File: src/rtl/fetch_stage_pkg.sv
// fetch_stage_pkg: shared definitions for the IF stage and its F/D buffer.
//   - fetch_state_e : fetch FSM states
//   - JS_*          : jump_sel redirect codes driven by Decode
//   - *_HI/*_LO     : bit slices of an instruction's first word
//   - NOP_OPCODE    : opcode presented for an empty buffer slot
//   - is_two_word() : opcode carries a trailing immediate word
package fetch_stage_pkg;

  typedef enum logic [1:0] {
    S_BOOT = 2'd0,
    S_OP   = 2'd1,
    S_IMM  = 2'd2,
    S_VEC  = 2'd3
  } fetch_state_e;

  localparam logic [1:0] JS_SEQ = 2'b00;
  localparam logic [1:0] JS_BR  = 2'b01;
  localparam logic [1:0] JS_MEM = 2'b10;
  localparam logic [1:0] JS_INT = 2'b11;

  localparam int OPC_HI = 15;
  localparam int OPC_LO = 10;
  localparam int SRC_HI = 9;
  localparam int SRC_LO = 7;
  localparam int DST_HI = 6;
  localparam int DST_LO = 4;

  localparam logic [5:0] NOP_OPCODE = 6'b000000;

  function automatic logic is_two_word(input logic [5:0] opc);
    return (opc[5:4] == 2'b11);
  endfunction

endpackage

File: src/rtl/fetch_stage_fd_buffer.sv
// fd_buffer: F/D pipeline register holding the Decode-facing fields.
// Priority per edge: rst (clear) > flush_i (NOP) > !enable_i (hold) > load.
// Ports:
//   clk, rst            clock, synchronous active-high reset
//   flush_i, enable_i   buffer controls from Decode
//   *_i                 fields to load (opcode/src/dst/imm/pc/interrupt tag)
//   *_o                 registered fields presented to Decode
module fd_buffer
  import fetch_stage_pkg::*;
#(
  parameter int W = 16
) (
  input  logic         clk,
  input  logic         rst,
  input  logic         flush_i,
  input  logic         enable_i,
  input  logic [5:0]   opcode_i,
  input  logic [2:0]   src_i,
  input  logic [2:0]   dst_i,
  input  logic [W-1:0] imm_i,
  input  logic [W-1:0] pc_i,
  input  logic         intr_i,
  output logic [5:0]   opcode_o,
  output logic [2:0]   src_o,
  output logic [2:0]   dst_o,
  output logic [W-1:0] imm_o,
  output logic [W-1:0] pc_o,
  output logic         intr_o
);

  logic [5:0]   opcode_q;
  logic [2:0]   src_q;
  logic [2:0]   dst_q;
  logic [W-1:0] imm_q;
  logic [W-1:0] pc_q;
  logic         intr_q;

  // Buffer register: reset and flush both produce an all-zero NOP entry.
  always_ff @(posedge clk) begin
    if (rst || flush_i) begin
      opcode_q <= NOP_OPCODE;
      src_q    <= 3'd0;
      dst_q    <= 3'd0;
      imm_q    <= '0;
      pc_q     <= '0;
      intr_q   <= 1'b0;
    end else if (enable_i) begin
      opcode_q <= opcode_i;
      src_q    <= src_i;
      dst_q    <= dst_i;
      imm_q    <= imm_i;
      pc_q     <= pc_i;
      intr_q   <= intr_i;
    end else begin
      opcode_q <= opcode_q;
      src_q    <= src_q;
      dst_q    <= dst_q;
      imm_q    <= imm_q;
      pc_q     <= pc_q;
      intr_q   <= intr_q;
    end
  end

  assign opcode_o = opcode_q;
  assign src_o    = src_q;
  assign dst_o    = dst_q;
  assign imm_o    = imm_q;
  assign pc_o     = pc_q;
  assign intr_o   = intr_q;

endmodule

File: src/rtl/fetch_stage.sv
// fetch_stage: instruction fetch (PC, boot/interrupt vector loads, two-word
// assembly, interrupt latching) feeding the F/D buffer read by Decode.
// Ports:
//   clk, rst                 clock, synchronous active-high reset
//   imem_addr / imem_data    asynchronous-read instruction memory
//   pc_enable                0 holds PC and FSM
//   f_d_buffer_enable, flush F/D buffer hold / NOP insertion
//   jump_sel, branch_target, mem_target   PC redirects
//   interrupt_in             external interrupt request (level or pulse)
//   opcode/src/dst/imm/pc_out/interrupt   buffered instruction to Decode
module fetch_stage
  import fetch_stage_pkg::*;
#(
  parameter int W       = 16,
  parameter int ADDR_W  = 11,
  parameter int RST_VEC = 0,
  parameter int INT_VEC = 1
) (
  input  logic              clk,
  input  logic              rst,
  output logic [ADDR_W-1:0] imem_addr,
  input  logic [W-1:0]      imem_data,
  input  logic              pc_enable,
  input  logic              f_d_buffer_enable,
  input  logic              flush,
  input  logic [1:0]        jump_sel,
  input  logic [W-1:0]      branch_target,
  input  logic [W-1:0]      mem_target,
  input  logic              interrupt_in,
  output logic [5:0]        opcode,
  output logic [2:0]        src,
  output logic [2:0]        dst,
  output logic [W-1:0]      imm,
  output logic [W-1:0]      pc_out,
  output logic              interrupt
);

  fetch_state_e state_q, state_d;
  logic [W-1:0] pc_q, pc_d;
  // Only opcode/src/dst of the first word are needed once the immediate arrives.
  logic [11:0]  hold_q, hold_d;
  logic [W-1:0] hold_pc_q, hold_pc_d;
  logic         pending_q, pending_d;

  logic         ld_valid;
  logic [5:0]   ld_opcode;
  logic [2:0]   ld_src;
  logic [2:0]   ld_dst;
  logic [W-1:0] ld_imm;
  logic [W-1:0] ld_pc;
  logic         deliver;

  // Memory address: vector words while loading a PC, otherwise the truncated PC.
  always_comb begin
    imem_addr = pc_q[ADDR_W-1:0];
    case (state_q)
      S_BOOT:  imem_addr = ADDR_W'(RST_VEC);
      S_VEC:   imem_addr = INT_VEC[ADDR_W-1:0];
      default: imem_addr = pc_q[ADDR_W-1:0];
    endcase
  end

  // Next-state logic: redirects take precedence over the sequential step and
  // discard any half-assembled two-word instruction.
  always_comb begin
    state_d   = state_q;
    pc_d      = pc_q;
    hold_d    = hold_q;
    hold_pc_d = hold_pc_q;
    ld_valid  = 1'b0;
    ld_opcode = NOP_OPCODE;
    ld_src    = 3'd0;
    ld_dst    = 3'd0;
    ld_imm    = '0;
    ld_pc     = '0;
    if (pc_enable) begin
      if (jump_sel != JS_SEQ) begin
        case (jump_sel)
          JS_BR: begin
            pc_d    = branch_target;
            state_d = S_OP;
          end
          JS_MEM: begin
            pc_d    = mem_target;
            state_d = S_OP;
          end
          default: state_d = S_VEC;
        endcase
      end else begin
        case (state_q)
          S_BOOT, S_VEC: begin
            pc_d    = imem_data;
            state_d = S_OP;
          end
          S_OP: begin
            pc_d = pc_q + W'(1);
            if (is_two_word(imem_data[OPC_HI:OPC_LO])) begin
              hold_d    = imem_data[OPC_HI:DST_LO];
              hold_pc_d = pc_q;
              state_d   = S_IMM;
            end else begin
              ld_valid  = 1'b1;
              ld_opcode = imem_data[OPC_HI:OPC_LO];
              ld_src    = imem_data[SRC_HI:SRC_LO];
              ld_dst    = imem_data[DST_HI:DST_LO];
              ld_pc     = pc_q;
            end
          end
          S_IMM: begin
            pc_d      = pc_q + W'(1);
            ld_valid  = 1'b1;
            ld_opcode = hold_q[11:6];
            ld_src    = hold_q[5:3];
            ld_dst    = hold_q[2:0];
            ld_imm    = imem_data;
            ld_pc     = hold_pc_q;
            state_d   = S_OP;
          end
          default: state_d = S_BOOT;
        endcase
      end
    end else begin
      state_d = state_q;
    end
    // A pending interrupt rides only on a real instruction that reaches the buffer.
    deliver   = ld_valid & f_d_buffer_enable & ~flush;
    pending_d = interrupt_in | (pending_q & ~deliver);
  end

  // Fetch state registers.
  always_ff @(posedge clk) begin
    if (rst) begin
      state_q   <= S_BOOT;
      pc_q      <= '0;
      hold_q    <= 12'd0;
      hold_pc_q <= '0;
      pending_q <= 1'b0;
    end else begin
      state_q   <= state_d;
      pc_q      <= pc_d;
      hold_q    <= hold_d;
      hold_pc_q <= hold_pc_d;
      pending_q <= pending_d;
    end
  end

  fd_buffer #(.W(W)) u_fd_buffer (
    .clk      (clk),
    .rst      (rst),
    .flush_i  (flush),
    .enable_i (f_d_buffer_enable),
    .opcode_i (ld_opcode),
    .src_i    (ld_src),
    .dst_i    (ld_dst),
    .imm_i    (ld_imm),
    .pc_i     (ld_pc),
    .intr_i   (ld_valid & pending_q),
    .opcode_o (opcode),
    .src_o    (src),
    .dst_o    (dst),
    .imm_o    (imm),
    .pc_o     (pc_out),
    .intr_o   (interrupt)
  );

endmodule

File: config.mk
export PLATFORM = sky130hd
export DESIGN_NAME = fetch_stage
export DESIGN_NICKNAME = d
export VERILOG_FILES = /design/src/rtl/fetch_stage_pkg.sv /design/src/rtl/fetch_stage_fd_buffer.sv /design/src/rtl/fetch_stage.sv
export SDC_FILE = /design/constraint.sdc
export NUM_CORES = 1
export LEC_CHECK = 0
export CAP_MARGIN = 20
export CORE_UTILIZATION = 53
export DETAILED_ROUTE_END_ITERATION = 6
export PLACE_DENSITY = 0.85
export SETUP_SLACK_MARGIN = 0.3
export SKIP_CTS_REPAIR_TIMING = 1
export SLEW_MARGIN = 20
export SYNTH_ARGS = -nofsm -noshare
export SYNTH_HDL_FRONTEND = slang
export SYNTH_SLANG_ARGS = --single-unit
File: constraint.sdc
create_clock -name clk -period 3.1 [get_ports clk]
set_input_delay 0.465 -clock clk [delete_from_list [all_inputs] [get_ports clk]]
set_output_delay 0.465 -clock clk [all_outputs]
set_load 0.02 [all_outputs]
==> results of run 1 <==
==> worst reg2reg max path, delay by kind of cell (launching register included) <==
family                   cells  cell delay, ns
adder cells (fa/ha/maj)      1            0.39
flip-flops                   1            0.42
AO/OA/AOI/OAI                1            0.17
buffers and inverters        2            0.27
AND/OR/NAND/NOR              3            0.75
==> sequential cells by signal, summed over array words and instances (netlist names), 3 cells and up <==
register / count
u_fd_buffer.opcode_o: 6
hold_pc_q: 16
u_fd_buffer.dst_o: 3
hold_q: 12
pc_q: 16
u_fd_buffer.imm_o: 16
u_fd_buffer.src_o: 3
u_fd_buffer.pc_o: 16
==> final cells by class <==
| class | instances | area, µm² | area share [%] |
|---|---|---|---|
| Multi-Input combinational cell | 394 | 2390 | 40.7 |
| Sequential cell | 92 | 1840 | 31.4 |
| Timing Repair Buffer | 129 | 1260 | 21.4 |
| Tap cell | 105 | 131 | 2.24 |
| Clock buffer | 10 | 128 | 2.17 |
| Clock inverter | 6 | 71.3 | 1.22 |
| Inverter | 13 | 48.8 | 0.831 |
==> metal layers <==
| layer | part of all wire, % | vias to the layer above | track usage (%) |
|---|---|---|---|
| met2 | 49 | 182 | 51.6 |
| met4 | 2.5 | 0 | 13.8 |
| met1 | 43 | 2101 | 39.8 |
| met5 | 0 | - | 0 |
| met3 | 5.6 | 29 | 4.85 |
| li1 | - | 2142 | - |
==> Yosys cell counts, types with 8 or more instances <==
cell type	instances	area, µm²
dfxtp_1	92	1840
nand2_1	75	282
nor2_1	61	229
a21oi_1	52	260
a22oi_1	44	330
clkbuf_1	32	120
a22o_1	26	228
buf_2	14	70.1
mux2i_1	14	140
nand3_1	14	70.1
inv_1	12	45.0
nor2b_1	12	75.1
o21ai_0	11	55.1
ha_1	8	100
==> cells in the final DEF (no fill, tap or decap), types with 7 or more instances in the layout <==
master and count:
nand2_1 75, dfxtp_1 92, clkdlybuf4s50_1 111, clkbuf_8 9, o21ai_0 11, mux2i_1 14
buf_4 17, ha_1 7, a22oi_1 44, nand3_1 14, nor2_1 60, inv_1 12
a21oi_1 52, a22o_1 26, nor3_1 7, nor2b_1 11
==> power by group through the flow <==
| stage | Sequential [mW] | Clock [mW] | Combinational, mW |
|---|---|---|---|
| after floorplan | 1.25 | 0 | 0.225 |
| final | 1.25 | 0.837 | 0.387 |
| after detailed placement | 1.27 | 0 | 0.381 |
| after global routing | 1.25 | 0.895 | 0.418 |
| after global placement | 1.27 | 0 | 0.376 |
| after CTS | 1.24 | 0.836 | 0.383 |
==> final timing paths <==
check	startpoint	to	slack, ns	cells after the start
worst min-delay path	hold_pc_q[1]$_SDFFE_PP0P_	hold_pc_q[1]$_SDFFE_PP0P_	0.46	2
worst max register to register	state_q[0]$_SDFFE_PP0P_	pc_q[10]$_SDFFE_PP0P_	1.00	7
worst min register to register	hold_pc_q[1]$_SDFFE_PP0P_	hold_pc_q[1]$_SDFFE_PP0P_	0.46	2
worst max-delay path	state_q[0]$_SDFFE_PP0P_	imem_addr[0]	0.39	4
==> logic make-up (layout without fill, tap and decap cells) <==
logic type | count (synthesis) | count (layout) | synth area share, %
muxes | 19 | 19 | 4.38
AOI/OAI and AO/OA | 165 | 165 | 25.3
and+or+nand+nor | 201 | 201 | 21.0
DFF | 92 | 92 | 41.1
buffers and inverters | 63 | 158 | 5.80
xor gates and xnor gates | 1 | 1 | 0.195
adders and majority gates | 8 | 8 | 2.23
==> reports/qor.csv, run 1 <==
metric,value,unit
Vias per Instance,5.95,
Slew Limit Fails,0,
CTS sink cnt,92,
Int Power,1.76,mW
final worst slack,0.391,ns
H-tree levels,3,
"Clk pin slew, worst setup/hold paths",0.09,ns
grt total ovfl,0,
"Top FF cell, synth",dfxtp_1,
Startpoint Class,flip-flop,
Synth Area per Inst,8.17,µm²
status,completed,
worst path required time,2.63,ns
period utilization,87.4,%
"EDFF count, synth",0,
# DRC,0,
CTS tree,yes,
Tmin final,2.71,ns
largest net degree at the start of global routing,52,
Worst Path Arrival,2.24,ns
Syn Inst Count,549,
DP HPWL,9.12,mm
CP Max Fanout,12,
power density over cell area,421,nW/µm²
WL final,13.1,mm
ANT nets after route,0,
IO Port Bufs,111,
Core Footprint,8220,µm²
NumNets Final,703,
vias in the first global route,4326,
I/O pin count,112,
VDD IR max,0.292,mV
first-pass GRT wire length,21.3,mm
sequential-to-total area share from yosys stat,41.1,%
die width,94.0,µm
share of cells above drive strength 1,7.14,%
clock root buffer master,clkbuf_8,
CP Capture Type,output port,
area grow syn2layout,30.9,%
Comb power frac,15.7,%
Fill cells,670,
slowest CP cell,clkdlybuf4s50_1,
drt pass-1 iters,5,
# placed instances,733,
yosys warns,0,
CTS Buf Count,9,
Clk pwr share,33.9,%
drt wl/cell,17.5,µm
Final Instance Count excl. Fillers,749,
diodes inserted,0,
syn_nets,613,
FMAX,369,MHz
Max Cap Viol,0,
Buf/Inv on CP,2,
"Hold Vio Cnt, Final",0,
design area,5870,µm²
Psw,706,µW
Clock Skews,0.0154,ns
die height,94.0,µm
asr flop ratio synth,0,%
Clock Latency Late Sink,0.37,ns
register bit count reported by yosys,92,
setup TNS,0,ns
hold crit path type,reg -> reg,
switching share of power,28.6,%
vias post-DR,4454,
Die Area,8830,µm²
starting density of the core,54.6,%
Slew headroom,46.7,%
Top delay family on crit path,buffers and inverters,
Tightest Pin Transition,0.798,ns
Pwr Total,2.47,mW
unrepaired setup endpoints after global routing,no,
area of placed instances,5670,µm²
sequential share of power,50.5,%
post-layout util,71.4,%
"Cell Chain, Critical Path",inv_1 -> ha_2 -> mux2_2 -> clkdlybuf4s50_1,
Routability Congestion,0.896,
initial antenna violation count,0,
Lkg Pwr,2.07,nW
critical path type,reg -> out,
dpl ws,0.565,ns
Global Route Usage Sum,31.2,%
initial drt markers,381,
hold slack final,0.459,ns
# rows,33,
final setup violating endpoints,0,
Max clock buf depth,2,
synthesized area,4480,µm²
Crit path largest cell delay,0.55,ns
synth unique cells,53,
Note: power is estimated with default switching activity, not from simulation.
==> run 2, diff against run 1 <==
Settings changed: CORE_UTILIZATION 53 to 45, PLACE_DENSITY 0.85 to 0.77.
Clock period 3.1 ns to 2.4 ns, I/O delays scaled along.
==> reports/qor.csv, run 2 (synthesized netlist as in run 1, its figures left out) <==
metric,value,unit,change
status,completed,,
vias in the first global route,4166,,-3.7%
I/O pin count,112,,unchanged
Die Area,10400,µm²,+17%
area occupied by multi-input gates,2400,µm²,+0.42%
# rows,36,,+9.1%
Fill cells,839,,+25%
Buf/Inv on CP,2,,unchanged
Worst R2R Setup Slack,0.46,ns,-0.54 ns
Sequential Area,1850,µm²,+0.34%
critical path type,reg -> out,,
"commonest non-fill, non-tap cell in the layout",clkdlybuf4s50_1,,
unrepaired setup endpoints after global routing,no,,
post-layout util,61.6,%,-9.8 points
IO Port Bufs,111,,unchanged
share of cells above drive strength 1,8.94,%,+1.8 points
power density over cell area,533,nW/µm²,+27%
Clock Latency Late Sink,0.37,ns,about the same
largest net degree at the start of global routing,52,,unchanged
Tmin final,2.06,ns,
DP HPWL,9.25,mm,+1.3%
ANT nets after route,0,,unchanged
"Cell Chain, Critical Path",inv_1 -> ha_4 -> mux2_2 -> dlymetal6s2s_1,,
die height,102,µm,+8.3%
Clock Skews,0.00993,ns,-0.00545 ns
FMAX,485,MHz,
critical path depth,4,,unchanged
Tightest Pin Transition,0.868,ns,+0.0695 ns
most frequent cells in the layout,"clkdlybuf4s50_1 (100), dfxtp_1 (89), nand2_1 (75), nor2_1 (60), a21oi_1 (52)",,
first-pass GRT wire length,20.6,mm,-3.4%
Startpoint Class,flip-flop,,
period utilization,86.0,%,
Worst R2R Path Depth,4,,-3
Top delay family on crit path,flip-flops,,
Routability Congestion,0.902,,+0.64%
Vias per Instance,5.76,,-3.2%
Crit path largest cell delay,0.38,ns,-0.17 ns
Lkg Pwr,2.23,nW,+7.9%
setup TNS,0,ns,unchanged
diodes inserted,0,,unchanged
vias post-DR,4501,,+1.1%
Max Cap Viol,0,,unchanged
initial drt markers,271,,-29%
RR Startpoint,pc_q[5]$_SDFFE_PP0P_,,
CTS Buf Count,9,,unchanged
hold crit path type,reg -> reg,,
final setup violating endpoints,0,,unchanged
CTS tree,yes,,
area grow syn2layout,33.7,%,
Max clock buf depth,2,,unchanged
NumNets Final,708,,+0.71%
slowest CP cell,dfxtp_4,,
Slew headroom,42.1,%,-4.6 points
CP Capture Type,output port,,
VDD IR max,0.245,mV,-16%
worst path required time,2.04,ns,-0.59 ns
CTS sink cnt,92,,unchanged
CP Max Fanout,6,,-6
drt pass-1 iters,5,,unchanged
H-tree levels,3,,unchanged
crit path launch,state_q[0]$_SDFFE_PP0P_,,
clock root buffer master,clkbuf_8,,
WL final,13.1,mm,about the same
"Hold Vio Cnt, Final",0,,unchanged
Slew Limit Fails,0,,unchanged
"Clk pin slew, worst setup/hold paths",0.09,ns,about the same
die width,102,µm,+8.3%
final worst slack,0.336,ns,-0.0548 ns
initial antenna violation count,0,,unchanged
# DRC,0,,unchanged
Global Route Usage Sum,25.8,%,-5.3 points
starting density of the core,46.1,%,-8.5 points
grt total ovfl,0,,unchanged
Worst Path Arrival,1.70,ns,-0.54 ns
Core Footprint,9730,µm²,+18%
WHS Path Cells,2,,unchanged
dpl ws,0.122,ns,-0.443 ns
min-delay src,hold_pc_q[6]$_SDFFE_PP0P_,,
drt wl/cell,16.8,µm,-4.1%
[run 2: worst min-delay path, cell delays in order (launching register included)]
cell and delay, ns:
dfxtp_1 0.32, nand2_1 0.05, a21oi_1 0.05
[run 2: per-stage QoR]
| step | cells | hold WS, ns | area, µm² | total power [mW] |
|---|---|---|---|---|
| after floorplan | 549 | 0.437 | 4480 | 1.91 |
| after global placement | 766 | 0.442 | 5780 | 2.14 |
| after detailed placement | 766 | 0.448 | 5780 | 2.15 |
| after CTS | 782 | 0.461 | 5980 | 3.20 |
| after global routing | 782 | 0.480 | 6000 | 3.30 |
| final | 782 | 0.461 | 6000 | 3.19 |
[run 2: cell type report]
class | count | area share, %
clock inverters | 5 | 1.02
multi-input cells | 394 | 40.0
repair buffers | 134 | 22.2
inverters | 13 | 0.814
well taps | 133 | 2.77
clock buffers | 11 | 2.36
flip-flops and latches | 92 | 30.8
[run 2: layer usage]
metal | track usage, % | wire length, µm | vias up
li1 | - | - | 2150
met3 | 4.04 | 794 | 29
met2 | 44.2 | 6420 | 194
met4 | 9.89 | 248 | 0
met1 | 32.8 | 5680 | 2128
met5 | 0 | 0 | -
[run 2: power by group]
group	total, mW	switching, mW	internal, mW
Combinational	0.510	0.273	0.238
Sequential	1.61	0.0541	1.55
Clock	1.08	0.563	0.512
[run 2: worst paths after layout]
path,to
min reg2reg,hold_pc_q[6]$_SDFFE_PP0P_
min,hold_pc_q[6]$_SDFFE_PP0P_
max,imem_addr[0]
max reg2reg,pc_q[15]$_SDFFE_PP0P_
==> run 3, diff against run 2 <==
Settings changed: CAP_MARGIN 20 to unset, RECOVER_POWER set to 50, TNS_END_PERCENT set to 10.
==> reports/qor.csv, run 3 (synthesized netlist as in run 1, its figures left out) <==
metric,value,unit,change
Fill cells,842,,+0.36%
power density over cell area,531,nW/µm²,-0.24%
Tightest Pin Transition,0.881,ns,+0.0129 ns
die height,102,µm,unchanged
Psw,887,µW,-0.39%
CTS Buf Count,9,,unchanged
DP HPWL,9.25,mm,unchanged
ANT nets after route,0,,unchanged
Comb power frac,16.0,%,about the same
switching share of power,27.8,%,-0.096 points
final setup violating endpoints,0,,unchanged
unrepaired setup endpoints after global routing,yes,,
clock root buffer master,clkbuf_8,,
IO Port Bufs,111,,unchanged
Global Route Usage Sum,25.8,%,unchanged
grt total ovfl,0,,unchanged
CTS tree,yes,,
Routability Congestion,0.902,,unchanged
Clock Skews,0.00959,ns,-0.000333 ns
Clk pwr share,33.6,%,about the same
Max Cap Viol,0,,unchanged
WL final,13.1,mm,unchanged
Slew Limit Fails,0,,unchanged
setup TNS,0,ns,unchanged
share of cells above drive strength 1,8.01,%,-0.92 points
"Hold Vio Cnt, Final",0,,unchanged
Startpoint Class,input pin,,
Max clock buf depth,2,,unchanged
Die Area,10400,µm²,unchanged
Pwr Total,3.19,mW,about the same
Clock Latency Late Sink,0.37,ns,about the same
hold crit path type,reg -> reg,,
critical path type,in -> reg,,
I/O pin count,112,,unchanged
Crit path largest cell delay,0.56,ns,+0.18 ns
largest net degree at the start of global routing,52,,unchanged
"commonest non-fill, non-tap cell in the layout",dfxtp_1,,
NumNets Final,708,,unchanged
FMAX,472,MHz,-2.7%
RR Startpoint,state_q[0]$_SDFFE_PP0P_,,
initial drt markers,273,,+0.74%
vias post-DR,4466,,-0.78%
Core Footprint,9730,µm²,unchanged
CP Capture Type,flip-flop,,
Worst Path Arrival,2.41,ns,+0.71 ns
slowest CP cell,dlygate4sd3_1,,
"Clk pin slew, worst setup/hold paths",0.09,ns,about the same
first-pass GRT wire length,20.6,mm,unchanged
CP Max Fanout,24,,+18
worst path required time,2.69,ns,+0.65 ns
Int Power,2.31,mW,about the same
Top delay family on crit path,buffers and inverters,,
CTS sink cnt,92,,unchanged
vias in the first global route,4166,,unchanged
# DRC,0,,unchanged
sequential share of power,50.4,%,about the same
period utilization,88.3,%,+2.3 points
Buf/Inv on CP,3,,+1
# rows,36,,unchanged
status,completed,,
H-tree levels,3,,unchanged
Lkg Pwr,2.44,nW,+9.3%
Slew headroom,41.3,%,-0.86 points
area grow syn2layout,34.0,%,
drt wl/cell,16.8,µm,unchanged
drt pass-1 iters,7,,+2
most frequent cells in the layout,"dfxtp_1 (89), nand2_1 (75), nor2_1 (61), clkdlybuf4s50_1 (54), a21oi_1 (52)",,
VDD IR max,0.244,mV,-0.35%
"Cell Chain, Critical Path",dlygate4sd3_1 -> inv_1 -> ha_1 -> and3_1 -> nor2b_1 -> buf_12 -> nand2_1 -> a21oi_1,,
starting density of the core,46.1,%,unchanged
min-delay src,hold_pc_q[6]$_SDFFE_PP0P_,,
diodes inserted,0,,unchanged
Tmin final,2.12,ns,+0.0562 ns
Vias per Instance,5.71,,-0.78%
die width,102,µm,unchanged
initial antenna violation count,0,,unchanged
crit path launch,jump_sel[0],,
-- run 3: worst reg2reg max path, cell delays in order, from the launching register on --
cell and delay [ns]:
dfxtp_2 0.38, inv_1 0.09, ha_4 0.28, buf_12 0.17, nand2b_1 0.16, or4_1 0.50
a31oi_1 0.17, nor3_1 0.06
-- run 3: metrics by stage --
step	hold WS, ns	worst slack, ns	cells	utilization (%)	instance area (µm²)
after floorplan	0.437	0.308	549	-	4480
after global placement	0.442	0.137	766	59.4	5780
after detailed placement	0.448	0.122	766	59.4	5780
after CTS	0.461	-0.283	782	61.5	5980
after global routing	0.480	0.167	782	61.8	6010
final	0.461	0.280	782	61.8	6010
-- run 3: worst paths after layout --
check | end | slack (ns) | cells after the start
max reg2reg | pc_q[10]$_SDFFE_PP0P_ | 0.47 | 7
max | hold_q[3]$_SDFFE_PP0P_ | 0.28 | 8
min | hold_pc_q[6]$_SDFFE_PP0P_ | 0.46 | 2
min reg2reg | hold_pc_q[6]$_SDFFE_PP0P_ | 0.46 | 2
-- run 3: layer usage --
layer,GRT usage (%),share of wire [%],wire length [µm]
met3,4.04,6.4,837
met2,44.2,49,6480
met1,32.8,43,5620
met4,9.89,1.6,206
met5,0,0,0
-- run 3: final cells by class --
class                      count  area [µm²]  share of cell area [%]
sequential                    92        1850                    30.7
multi-input combinational    394        2390                    39.9
clock buffer                  11         141                    2.35
clock inverter                 5        61.3                    1.02
inverter                      13        48.8                   0.812
timing repair buffer         134        1350                    22.5
tap                          133         166                    2.77
-- run 3: power by group through the flow --
stage | sequential, mW | clock [mW] | combinational (mW)
6_report | 1.61 | 1.07 | 0.510
5_1_grt | 1.62 | 1.14 | 0.551
4_1_cts | 1.61 | 1.09 | 0.509
3_5_place_dp | 1.64 | 0 | 0.505
3_3_place_gp | 1.64 | 0 | 0.496
2_1_floorplan | 1.62 | 0 | 0.291
